===== src/rtl/exec_pkg.sv =====
// rtl/exec_pkg.sv - shared state encodings and default sizes for the execution controller
package exec_pkg;

  typedef enum logic [1:0] {
    ST_IDLE   = 2'd0,
    ST_RUN    = 2'd1,
    ST_STEP   = 2'd2,
    ST_HALTED = 2'd3
  } exec_state_t;

  localparam int CNT_W_DEF    = 16;
  localparam int DB_DEPTH_DEF = 3;

endpackage


===== src/rtl/btn_debounce.sv =====
// rtl/btn_debounce.sv - synchronise, debounce and edge-detect the single-step button
module btn_debounce
  import exec_pkg::*;
#(
  parameter int DB_DEPTH = DB_DEPTH_DEF
) (
  input  logic clk,
  input  logic rst_n,
  input  logic tick,
  input  logic step_btn,
  output logic step_press
);

  logic                btn_meta;
  logic                btn_sync;
  logic [DB_DEPTH-1:0] hist;
  logic [DB_DEPTH-1:0] hist_next;
  logic                btn_level;
  logic                level_q;

  assign hist_next = {hist[DB_DEPTH-2:0], btn_sync};

  // two-flop synchroniser for the raw asynchronous button
  always_ff @(posedge clk or negedge rst_n) begin
    if (!rst_n) begin
      btn_meta <= 1'b0;
      btn_sync <= 1'b0;
    end else begin
      btn_meta <= step_btn;
      btn_sync <= btn_meta;
    end
  end

  // sample history on each slow tick; level changes only on a unanimous window
  always_ff @(posedge clk or negedge rst_n) begin
    if (!rst_n) begin
      hist      <= '0;
      btn_level <= 1'b0;
    end else if (tick) begin
      hist <= hist_next;
      if (&hist_next) begin
        btn_level <= 1'b1;
      end else if (~|hist_next) begin
        btn_level <= 1'b0;
      end
    end
  end

  // previous debounced level for rising-edge detection
  always_ff @(posedge clk or negedge rst_n) begin
    if (!rst_n) begin
      level_q <= 1'b0;
    end else begin
      level_q <= btn_level;
    end
  end

  assign step_press = btn_level & ~level_q;

endmodule


===== src/rtl/exec_ctrl.sv =====
// rtl/exec_ctrl.sv - run/single-step/halt controller generating the processor clock-enable
module exec_ctrl
  import exec_pkg::*;
#(
  parameter int CNT_W    = CNT_W_DEF,
  parameter int DB_DEPTH = DB_DEPTH_DEF
) (
  input  logic             clk,
  input  logic             rst_n,
  input  logic             clk_div,
  input  logic             mode_run,
  input  logic             step_btn,
  input  logic             halt_in,
  output logic             cpu_en,
  output logic [1:0]       state,
  output logic [CNT_W-1:0] en_count
);

  localparam logic [CNT_W-1:0] CNT_ONE = {{(CNT_W-1){1'b0}}, 1'b1};

  logic        rst_meta;
  logic        rst_int_n;
  logic        clk_div_q;
  logic        tick;
  logic        step_press;
  exec_state_t state_q;
  exec_state_t state_d;
  logic        cpu_en_d;

  // reset bridge: assertion passes straight through, release waits two clocks
  always_ff @(posedge clk or negedge rst_n) begin
    if (!rst_n) begin
      rst_meta  <= 1'b0;
      rst_int_n <= 1'b0;
    end else begin
      rst_meta  <= 1'b1;
      rst_int_n <= rst_meta;
    end
  end

  // registered copy of the divider output; tick marks its rising edge only
  always_ff @(posedge clk or negedge rst_int_n) begin
    if (!rst_int_n) begin
      clk_div_q <= 1'b0;
    end else begin
      clk_div_q <= clk_div;
    end
  end

  assign tick = clk_div & ~clk_div_q;

  btn_debounce #(
    .DB_DEPTH (DB_DEPTH)
  ) u_btn_debounce (
    .clk        (clk),
    .rst_n      (rst_int_n),
    .tick       (tick),
    .step_btn   (step_btn),
    .step_press (step_press)
  );

  // next state and enable request; halt beats every other event including a tick
  always_comb begin
    state_d  = state_q;
    cpu_en_d = 1'b0;
    case (state_q)
      ST_IDLE: begin
        if (halt_in) begin
          state_d = ST_HALTED;
        end else if (mode_run) begin
          state_d = ST_RUN;
        end else if (step_press) begin
          state_d = ST_STEP;
        end
      end
      ST_RUN: begin
        if (halt_in) begin
          state_d = ST_HALTED;
        end else if (!mode_run) begin
          state_d = ST_IDLE;
        end else if (tick) begin
          cpu_en_d = 1'b1;
        end
      end
      ST_STEP: begin
        if (halt_in) begin
          state_d = ST_HALTED;
        end else if (tick) begin
          cpu_en_d = 1'b1;
          state_d  = ST_IDLE;
        end
      end
      ST_HALTED: begin
        if (!halt_in && !mode_run) begin
          state_d = ST_IDLE;
        end
      end
      default: state_d = ST_IDLE;
    endcase
  end

  // state register and registered enable pulse
  always_ff @(posedge clk or negedge rst_int_n) begin
    if (!rst_int_n) begin
      state_q <= ST_IDLE;
      cpu_en  <= 1'b0;
    end else begin
      state_q <= state_d;
      cpu_en  <= cpu_en_d;
    end
  end

  // count issued enables, wrapping naturally at the counter width
  always_ff @(posedge clk or negedge rst_int_n) begin
    if (!rst_int_n) begin
      en_count <= '0;
    end else if (cpu_en) begin
      en_count <= en_count + CNT_ONE;
    end
  end

  assign state = state_q;

endmodule


===== config.mk =====
export PLATFORM = sky130hd
export DESIGN_NAME = exec_ctrl
export DESIGN_NICKNAME = d
export VERILOG_FILES = /design/src/rtl/exec_pkg.sv /design/src/rtl/btn_debounce.sv /design/src/rtl/exec_ctrl.sv
export SDC_FILE = /design/constraint.sdc
export NUM_CORES = 1
export LEC_CHECK = 0
export CAP_MARGIN = 30
export CORE_ASPECT_RATIO = 0.6
export CORE_MARGIN = 2
export CORE_UTILIZATION = 45
export DETAILED_ROUTE_END_ITERATION = 16
export DONT_BUFFER_PORTS = 1
export GPL_ROUTABILITY_DRIVEN = 1
export GPL_TIMING_DRIVEN = 0
export PLACE_DENSITY_LB_ADDON = 0.08
export SYNTH_ARGS = -nofsm -noshare
export SYNTH_HDL_FRONTEND = slang
export SYNTH_SLANG_ARGS = --single-unit

===== constraint.sdc =====
create_clock -name clk -period 1.1 [get_ports clk]
set_clock_uncertainty 0.1 [all_clocks]
set_input_delay 0.275 -clock clk [delete_from_list [all_inputs] [get_ports clk]]
set_output_delay 0.275 -clock clk [all_outputs]
set_load 0.1 [all_outputs]

==> results of run 1 <==
-- cell usage in the layout (no fill, tap or decap) --
cell / instances
inv_4: 2
o41a_1: 1
a31oi_1: 1
a21boi_0: 1
a21oi_1: 2
a22oi_1: 1
o21a_1: 1
nand2_2: 4
nand2b_1: 1
xor2_2: 1
and3_2: 1
xor2_1: 2
nor2_1: 1
xnor2_1: 12
nor4b_2: 1
conb_1: 1
o21ai_0: 3
dfrtp_1: 9
buf_4: 2
clkbuf_8: 3
ha_1: 2
and4_4: 3
ha_4: 3
buf_6: 1
mux2i_1: 1
nor2b_1: 2
and2_1: 1
nand2_1: 6
dlygate4sd3_1: 4
mux2_4: 2
inv_2: 1
nand4_1: 5
or3_1: 1
dfrtp_4: 19
nand3_2: 3
buf_16: 1
and3_4: 2
bufinv_16: 1
-- power groups by stage --
stage          clock, mW  combinational, mW  sequential (mW)
2_1_floorplan          0              0.438             1.99
3_3_place_gp           0              0.530             2.03
3_5_place_dp           0              0.553             2.03
4_1_cts            0.812              0.664             2.01
5_1_grt            0.859              0.800             2.05
6_report           0.786              0.690             2.02
-- worst paths after layout --
check                           from          end  slack [ns]
max                         state[1]     state[1]       -0.83
min                        rst_int_n  en_count[8]        0.02
max reg2reg                 state[1]     state[1]       -0.83
min reg2reg                rst_int_n  en_count[8]        0.02
max in group asynchronous  rst_int_n  en_count[2]        0.46
min in group clk            mode_run       cpu_en        0.14
-- sequential cells by signal, summed over array words and instances, names as in the netlist --
| name | flops |
|---|---|
| u_btn_debounce.btn_level | 1 |
| cpu_en | 1 |
| rst_int_n | 1 |
| u_btn_debounce.hist | 2 |
| u_btn_debounce.btn_sync | 1 |
| state | 2 |
| clk_div_q | 1 |
| u_btn_debounce.level_q | 1 |
| u_btn_debounce.btn_meta | 1 |
| en_count | 16 |
| rst_meta | 1 |
-- critical path, delay by kind of cell (launching register included) --
| family | cells | cell delay [ns] |
|---|---|---|
| AO/OA/AOI/OAI | 2 | 0.49 |
| buffers and inverters | 2 | 0.15 |
| multiplexers | 1 | 0.29 |
| adder cells (fa/ha/maj) | 1 | 0.14 |
| flip-flops | 1 | 0.65 |
-- stage by stage --
step | cells | setup TNS (ns) | setup WS [ns] | instance area (um2) | total power, mW
2_1_floorplan | 97 | -7.88 | -0.780 | 1310 | 2.43
3_3_place_gp | 129 | -14.91 | -0.836 | 1350 | 2.57
3_5_place_dp | 130 | -9.20 | -0.832 | 1380 | 2.58
4_1_cts | 141 | -13.37 | -0.821 | 1560 | 3.49
5_1_grt | 140 | -14.55 | -0.881 | 1560 | 3.71
6_report | 140 | -12.95 | -0.833 | 1560 | 3.49
-- cell usage after synthesis, drive strengths merged --
master | instances | area share, %
buf | 1 | 0.62
nor2 | 1 | 0.31
and4 | 3 | 2.4
nand3 | 3 | 1.2
dfrtp | 28 | 58
nand4 | 5 | 2.6
a21boi | 1 | 0.62
mux2 | 2 | 1.9
and3 | 3 | 2.0
nor2b | 2 | 1.0
o21a | 1 | 0.62
o21ai | 3 | 1.2
a31oi | 1 | 0.52
xor2 | 3 | 2.8
or3 | 1 | 0.52
a21oi | 2 | 0.83
nand2 | 10 | 3.1
nand2b | 1 | 0.52
inv | 3 | 0.94
nor4b | 1 | 0.73
xnor2 | 12 | 8.7
ha | 5 | 5.2
mux2i | 1 | 0.83
and2 | 1 | 0.52
conb | 1 | 0.31
a22oi | 1 | 0.62
o41a | 1 | 0.94
-- cells by family (layout without fill, tap and decap cells) --
kind of cell | after synthesis | after routing | synth area share [%]
AND/OR/NAND/NOR | 31 | 31 | 15.0
other | 1 | 1 | 0.312
XOR/XNOR | 15 | 15 | 11.6
multiplexers | 3 | 3 | 2.71
AO/OA/AOI/OAI | 10 | 10 | 5.41
buffers and inverters | 4 | 15 | 1.56
flip-flops | 28 | 28 | 58.3
adder cells (fa/ha/maj) | 5 | 5 | 5.20
-- layer usage --
layer  share of wire, %  track usage (%)  wire (um)
met3                7.5             7.97        150
met4                  0             3.40          0
met1                 54             20.6       1080
met5                  0                0          0
met2                 38             18.7        768
-- final cells by class --
class / count / area, um2
timing repair buffer: 8 / 93.8
clock inverter: 1 / 30.0
sequential: 28 / 772
fill: 203 / 958
multi-input combinational: 65 / 571
inverter: 3 / 16.3
clock buffer: 3 / 41.3
tap: 32 / 40.0
-- repair_timing --
| item | CTS | global route |
|---|---|---|
| pin swaps | 11 | 10 |
| endpoints found under the setup margin | 39 | 39 |
| setup buffers | 3 | 0 |
| hold buffers | 4 | 0 |
| resized for setup | 15 | 2 |
| hold endpoints to repair | 5 | 0 |
==> qor.txt, run 1 <==
Pins Over Slew Limit: 0
Crit-path max FO: 5
Maxcap violations: 0
Diode count: 0
Routed wire length per instance: 14.3 um
Insertion delay to the later sink of the worst-skew pair: 0.27 ns
DR iter-0 viols: 21
Clock slew at reported path FFs: 0.09 ns
All-layer global routing usage: 14.3%
Final setup violation count: 39
Library cells used by synthesis: 30
Worst VDD drop: 1.14 mV
Comb pwr share: 19.8%
RSZ-0062 raised after global routing: true
Vias in the first global route: 679
Die area: 3120 um2
Critical path arrival: 1.99 ns
Final hold vios: 0
Status: finished, violations left
RD Place Congestion: 0.722
Lkg Pwr: 0.622 nW
Longest Clk Path Bufs: 2
Num ports: 25
Synthesized area: 1200 um2
Antenna viol nets, final: 0
Hpwl dp: 1420 um
CORE AREA: 2520 um2
Die Wd: 70.7 um
Sw Ratio: 40.4%
Syn-to-layout area delta: 30.1%
Critical path, cell by cell: inv_4, ha_4, inv_2, o41a_1, o21a_1, mux2_4
DR vias/cell: 5.14
Worst setup path class: reg -> reg
Clock tree root driver cell: clkbuf_8
Share of cells above drive strength 1: 46.3%
CTS buffer count: 3
Synth warnings: 0
Post-route DRC: 0
Starting Density: 47.7%
PwrDens: 2230 nW/um2
Pin count of the biggest net entering global routing: 23
Post-Route WL: 2000 um
Syn_nets: 108
Die height: 44.0 um
Critical Path Start Type: flip-flop
Final Util: 62.0%
Rows: 14
H-tree depth: 1
Initial antenna violation count: 0
CP Capture Type: flip-flop
GR Overflow Total: 0
#FFs+latches synth: 28
CTS Sinks: 28
CTS tree: built
Final worst path period need: 1.93 ns
P_int: 2.08 mW
Sequential share of the synthesized area: 58.3%
Worst path slowest cell: dfrtp_4
Final WS setup: -0.833 ns
Drt first pass iters: 4
R2r worst-path depth: 6
Hold crit path type: reg -> async
Synthesized area per cell: 12.4 um2
P_sw: 1.41 mW
Worst hold slack: 0.0234 ns
CP peak stage delay: 0.65 ns
Part of the cycle the worst path needs: 176%
Worst path required time: 1.16 ns
Routed vias: 719
Fmax: 0.517 GHz
Gate Count Post-Synth: 97
Buffers on Ports: 0
Failing checks: setup timing
First-pass GRT wire length: 3320 um
Share of power burned in registers: 57.7%
Power share of the clock group: 22.5%
Nets: 120
No activity file was read; power rests on OpenSTA's default activity.
==> run 2: changes to the inputs <==
--- a/config.mk
+++ b/config.mk
@@ -13,7 +13,9 @@
 export DONT_BUFFER_PORTS = 1
 export GPL_ROUTABILITY_DRIVEN = 1
 export GPL_TIMING_DRIVEN = 0
+export HOLD_SLACK_MARGIN = 0.06
 export PLACE_DENSITY_LB_ADDON = 0.08
 export SYNTH_ARGS = -nofsm -noshare
 export SYNTH_HDL_FRONTEND = slang
+export SYNTH_HIERARCHICAL = 1
 export SYNTH_SLANG_ARGS = --single-unit
==> run 2 against run 1 <==
- the flow still finishes with violations (setup timing)
- sequential cell count is the same
- register-to-register slack improved by 0.12 ns
- count of clock-buffer cells in the layout is 1 higher
- sequential power hardly changed
- area after synthesis decreased by 0.42%
- global-route usage rose by 1.1 points
- maximum frequency rose by 6.4%
- first-iteration DRC count fell by 76%
- clock power decreased by 22%
- design area increased by 9.5%
- via count is 6.4% higher
- critical path type unchanged
- largest cell class unchanged
- largest power group unchanged
- highest routed layer is now met4
==> qor.txt, run 2 <==
Post-synthesis adder-cell area fraction: 5.22% (+0.022 points)
CP peak stage delay: 0.66 ns (about the same)
Synth Area in Simple Gates: 15.6% (+0.59 points)
Part of the cycle the worst path needs: 165% (-10 points)
Post-synth top flop: dfrtp_1
# placed instances: 128 (-1.5%)
Synthesized area: 1200 um2 (-0.42%)
Largest Register: en_count
R2r worst-path depth: 6 (unchanged)
All-layer global routing usage: 15.3% (+1.1 points)
Top-count cell post-synth: dfrtp_1
Final WS setup: -0.717 ns (+0.115 ns)
Worst VDD drop: 1.99 mV (+75%)
Final setup violation count: 40 (+2.6%)
Lkg Pwr: 0.717 nW (+15%)
Status: finished, violations left
Post-synthesis mux area share: 4.70% (+2.0 points)
Failing checks: setup timing
Worst r2r dst: state[0]
Buffers on Ports: 0 (unchanged)
Worst path slowest cell: dfrtp_4
Syn-to-layout area delta: 43.1%
CP Capture Type: flip-flop
Die height: 44.0 um (-0.19%)
H-tree depth: 1 (unchanged)
Clock slew at reported path FFs: 0.09 ns (about the same)
Drt first pass iters: 4 (unchanged)
Die Wd: 70.6 um (-0.20%)
Post-route DRC: 0 (unchanged)
Share of cells above drive strength 1: 55.3% (+9.0 points)
Fmax: 0.550 GHz (+6.4%)
Diode count: 0 (unchanged)
Share of the synthesized area in the top cell type: 58.5% (+0.24 points)
XOR/XNOR Fraction of Synth Area: 11.0% (-0.58 points)
Internal reg-to-reg setup slack: -0.72 ns (+0.12 ns)
Routed vias: 765 (+6.4%)
CTS Sinks: 28 (unchanged)
Filler cells: 180 (-11%)
Comb pwr share: 23.3% (+3.5 points)
Nets: 126 (+5.0%)
P_sw: 1.44 mW (+2.1%)
Register Area: 772 um2 (unchanged)
Gate Count Post-Synth: 95 (-2.1%)
Asr flop ratio synth: 100% (unchanged)
Hold crit path type: in -> async
Sw Ratio: 41.9% (+1.5 points)
DR vias/cell: 5.24 (+2.0%)
Top post-synthesis cells by area: dfrtp_1, xnor2_1, ha_1
Maxcap violations: 0 (unchanged)
Commonest cells after routing, fill and taps aside: dfrtp_4, xnor2_1, dfrtp_1
CORE AREA: 2520 um2 (unchanged)
Synth Area in Compound Gates: 3.45% (-2.0 points)
Share of power burned in registers: 58.8% (+1.1 points)
Insertion delay to the later sink of the worst-skew pair: 0.27 ns (about the same)
P_int: 2.00 mW (-3.9%)
Most common cell after layout, fill and taps aside: dfrtp_4
Initial antenna violation count: 0 (unchanged)
Die area: 3100 um2 (-0.39%)
Worst slack at placement: -0.730 ns (+0.102 ns)
PwrDens: 2010 nW/um2 (-10%)
CTS buffer count: 3 (unchanged)
Critical path arrival: 1.88 ns (-0.11 ns)
Final hold vios: 0 (unchanged)
Critical path, cell by cell: inv_4, ha_4, a22oi_2, o211ai_1, buf_4, mux2_4
Library cells used by synthesis: 26 (-13%)
#FFs+latches synth: 28 (unchanged)
Post-synth top cells: dfrtp_1, xnor2_1, nand2_1
Syn_nets: 106 (-1.9%)
Critical Path Start: state[1]
Routed wire length per instance: 14.7 um (+2.7%)
Multi-input combinational cell area: 659 um2 (+16%)
RSZ-0062 raised after global routing: true
Crit-path max FO: 5 (unchanged)
Synth warnings: 6 (+6)
Synthesized area per cell: 12.6 um2 (+1.7%)
Largest family of logic cells by synthesized area: simple AND/OR/NAND/NOR gates
R2R Path Start: state[1]
Post-synth top area cell: dfrtp_1
Final Non-Filler Cells: 146 (+4.3%)
Worst setup endpoint: state[0]
Power share of the clock group: 17.9% (-4.6 points)
Final worst path period need: 1.82 ns (-0.115 ns)
Vias in the first global route: 767 (+13%)
First-pass GRT wire length: 3510 um (+5.8%)
Critical Path Start Type: flip-flop
Clock tree root driver cell: clkbuf_8
Rows: 14 (unchanged)
GR Overflow Total: 0 (unchanged)
Number of flip-flops in the largest register: 16 (unchanged)
RD Place Congestion: 0.676 (-6.4%)
Num ports: 25 (unchanged)
Longest Clk Path Bufs: 2 (unchanged)
Post-Route WL: 2140 um (+7.1%)
Hpwl dp: 1460 um (+2.3%)
Pin count of the biggest net entering global routing: 24 (+4.3%)
Antenna viol nets, final: 0 (unchanged)
Starting Density: 47.5% (-0.20 points)
Pins Over Slew Limit: 0 (unchanged)
Sequential share of the synthesized area: 58.5% (+0.24 points)
CTS tree: built
Worst setup path class: reg -> reg
Worst path required time: 1.16 ns (about the same)
Post-synth EDFFs: 0 (unchanged)
DR iter-0 viols: 5 (-76%)
run 2: per-stage QoR:
step | setup TNS (ns) | total power, mW | hold slack, ns | instance area, um2 | util [%]
floorplan | -6.38 | 2.43 | -0.121 | 1370 | -
global placement | -12.25 | 2.53 | -0.121 | 1410 | 55.8
detailed placement | -7.92 | 2.57 | -0.121 | 1430 | 56.8
CTS | -12.48 | 3.29 | -0.0834 | 1620 | 64.2
global route | -14.74 | 3.62 | 0.118 | 1710 | 67.9
finish | -12.98 | 3.44 | 0.124 | 1710 | 67.9
run 2: final cells by class:
class                   count  area share, %
multi-input cells          63           38.5
inverters                   4           1.31
repair buffers             15           9.57
well taps                  32           2.34
clock buffers               4           3.21
flip-flops and latches     28           45.1
run 2: critical path: cells and delay by family, from the launching register on:
kind | cells | cell delay, ns
AO/OA/AOI/OAI | 2 | 0.25
adder cells (fa/ha/maj) | 1 | 0.17
buffers and inverters | 2 | 0.23
flip-flops | 1 | 0.66
multiplexers | 1 | 0.29
run 2: metal layers:
layer  track usage [%]  share of wire (%)  up-vias
li1                  -                  -      363
met1              20.4                 49      373
met2              22.1                 43       24
met3              7.44                6.9        5
met4              5.66                1.4        0
met5                 0                  0        -
run 2: power groups by stage:
stage	Combinational [mW]	Sequential (mW)	Clock, mW
final	0.803	2.02	0.617
after global routing	0.883	2.04	0.690
after CTS	0.628	2.02	0.639
after detailed placement	0.531	2.04	0
after global placement	0.480	2.05	0
after floorplan	0.423	2.01	0
run 2: kinds of logic (layout without fill, tap and decap cells):
| logic type | after synthesis | after routing |
|---|---|---|
| buf+inv | 4 | 23 |
| fa+ha+maj | 5 | 5 |
| flops | 28 | 28 |
| simple gates | 30 | 30 |
| mux | 5 | 5 |
| other cells | 1 | 1 |
| compound gates | 7 | 7 |
| xor+xnor | 15 | 15 |
run 2: how the worst min path moves through the flow:
| stage | startpoint | to | slack [ns] | cells after the start |
|---|---|---|---|---|
| final | rst_n | rst_int_n | 0.12 | 1 |
| after CTS | clk_div | clk_div_q | -0.08 | 0 |
| after detailed placement | rst_n | rst_int_n | -0.12 | 0 |
| after global placement | rst_n | rst_meta | -0.12 | 0 |
| after global routing | rst_n | rst_int_n | 0.12 | 1 |
| after floorplan | rst_n | rst_int_n | -0.12 | 0 |
run 2: timing repair:
| item | 4_1_cts | 5_1_grt |
|---|---|---|
| endpoints found under the setup margin | 40 | 41 |
| pin swaps | 5 | 4 |
| hold endpoints to repair | 8 | 2 |
| buffers inserted | 5 | 4 |
| gates resized for setup | 13 | 13 |
| hold buffers | 4 | 1 |
==> run 3: changes to the inputs <==
--- a/config.mk
+++ b/config.mk
@@ -15,6 +15,7 @@
 export GPL_TIMING_DRIVEN = 0
 export HOLD_SLACK_MARGIN = 0.06
 export PLACE_DENSITY_LB_ADDON = 0.08
+export REMOVE_ABC_BUFFERS = 1
 export SYNTH_ARGS = -nofsm -noshare
 export SYNTH_HDL_FRONTEND = slang
 export SYNTH_HIERARCHICAL = 1
==> run 3 against run 2 <==
- the flow still finishes with violations (setup timing)
- global-route usage shrank 0.22 points
- critical path depth is the same
- sequential share of layout area shrank 0.98 points
- setup slack lost 0.0051 ns
- count of clock-buffer cells in the layout is the same
- wire length grew 14%
- sequential power is essentially flat
- register-to-register slack is essentially flat
- die area is the same
- combinational power grew 8.2%
- core utilization grew 1.3 points
- clock power is essentially flat
==> qor.txt, run 3 (synthesis results as in run 2) <==
All-layer global routing usage: 15.1% (-0.22 points)
Comb pwr share: 24.8% (+1.5 points)
RSZ-0062 raised after global routing: true
Worst VDD drop: 1.83 mV (-8.2%)
Post-Route WL: 2440 um (+14%)
Clock slew at reported path FFs: 0.09 ns (about the same)
Worst path required time: 1.16 ns (about the same)
Final WS setup: -0.722 ns (-0.00510 ns)
Lkg Pwr: 0.765 nW (+6.8%)
GR Overflow Total: 0 (unchanged)
Power share of the clock group: 17.6% (-0.3 points)
Antenna viol nets, final: 0 (unchanged)
Longest Clk Path Bufs: 2 (unchanged)
Crit-path max FO: 5 (unchanged)
Final worst path period need: 1.82 ns (+0.00510 ns)
Commonest cells after routing, fill and taps aside: dfrtp_4, xnor2_1, dfrtp_1
Final setup violation count: 40 (unchanged)
Die Wd: 70.6 um (unchanged)
Routed wire length per instance: 16.8 um (+15%)
Most common cell after layout, fill and taps aside: dfrtp_4
Worst setup path class: reg -> reg
Vias in the first global route: 723 (-5.7%)
Number of flip-flops in the largest register: 16 (unchanged)
Num ports: 25 (unchanged)
RD Place Congestion: 0.661 (-2.2%)
Diode count: 0 (unchanged)
CORE AREA: 2520 um2 (unchanged)
Clock tree root driver cell: clkbuf_8
Internal reg-to-reg setup slack: -0.72 ns (about the same)
Pin count of the biggest net entering global routing: 20 (-17%)
Critical Path Start Type: flip-flop
Status: finished, violations left
Filler cells: 175 (-2.8%)
Post-route DRC: 0 (unchanged)
Die height: 44.0 um (unchanged)
Failing checks: setup timing
PwrDens: 2010 nW/um2 (-0.23%)
Syn-to-layout area delta: 45.8%
First-pass GRT wire length: 3520 um (+0.20%)
DR vias/cell: 5.23 (-0.10%)
Critical path arrival: 1.88 ns (about the same)
DR iter-0 viols: 14 (+9)
CTS Sinks: 28 (unchanged)
Rows: 14 (unchanged)
Sw Ratio: 42.5% (+0.57 points)
Worst hold slack: 0.0710 ns (-0.0529 ns)
CTS buffer count: 3 (unchanged)
Fmax: 0.549 GHz (-0.28%)
Nets: 125 (-0.79%)
Maxcap violations: 0 (unchanged)
Pins Over Slew Limit: 0 (unchanged)
Hpwl dp: 1510 um (+3.6%)
Share of cells above drive strength 1: 58.4% (+3.1 points)
Part of the cycle the worst path needs: 166% (+0.46 points)
H-tree depth: 1 (unchanged)
Insertion delay to the later sink of the worst-skew pair: 0.27 ns (about the same)
Starting Density: 47.5% (unchanged)
P_sw: 1.49 mW (+3.0%)
Routed vias: 759 (-0.78%)
CTS tree: built
Hold crit path type: reg -> async
Setup TNS: -12.70 ns (+0.285 ns)
Final hold vios: 0 (unchanged)
Die area: 3100 um2 (unchanged)
Buffers on Ports: 0 (unchanged)
CP Capture Type: flip-flop
Initial antenna violation count: 0 (unchanged)
Share of power burned in registers: 57.6% (-1.2 points)
Largest Register: en_count
Drt first pass iters: 4 (unchanged)
P_int: 2.01 mW (+0.67%)
run 3: final timing paths:
kind / from / end / cells after the start
min reg2reg: rst_int_n / state[1] / 0
max reg2reg: state[0] / state[0] / 6
max: state[0] / state[0] / 6
min: rst_int_n / state[1] / 0
min in group clk: mode_run / cpu_en / 2
max in group asynchronous: rst_int_n / en_count[3] / 1
run 3: layout make-up:
cell class	instances	area [um2]	share of cell area (%)
Clock buffer	4	55.1	3.15
Inverter	4	22.5	1.29
Multi-Input combinational cell	63	686	39.3
Sequential cell	28	769	44.1
Tap cell	32	40.0	2.29
Timing Repair Buffer	14	173	9.89
run 3: power by group through the flow:
stage | clock network [mW] | logic [mW] | registers (mW)
after detailed placement | 0 | 0.475 | 1.88
after floorplan | 0 | 0.344 | 1.88
after global routing | 0.690 | 0.942 | 2.04
final | 0.616 | 0.869 | 2.02
after global placement | 0 | 0.385 | 1.91
after CTS | 0.633 | 0.629 | 2.00
run 3: worst max-delay path: stages, from the launching register on:
cell and delay, ns:
dfrtp_4 0.67, inv_4 0.08, ha_4 0.18, a22oi_2 0.14, o211ai_1 0.09, buf_4 0.16, mux2_4 0.29
run 3: through the flow:
step	instance area (um2)	total power [mW]	utilization [%]	setup WS, ns	instances
after global placement	1240	2.30	49.1	-1.34	127
after detailed placement	1290	2.36	51.2	-1.35	129
final	1750	3.50	69.2	-0.722	145
after global routing	1750	3.67	69.2	-0.757	145
after CTS	1620	3.27	64.0	-0.703	140
after floorplan	1200	2.22	-	-1.16	95
run 3: per-layer routing:
metal / GRT usage (%) / wire (um) / vias up
met1: 22.5 / 1180 / 382
li1: - / - / 358
met4: 1.13 / 0 / 0
met2: 21.7 / 1120 / 19
met5: 0 / 0 / -
met3: 6.51 / 133 / 0
run 3: timing repair:
action | CTS | global route
gates resized for setup | 65 | 22
hold buffers | 4 | 0
hold endpoints to repair | 5 | 0
setup buffers | 3 | 5
setup endpoints to repair | 41 | 41
pin swaps | 12 | 10
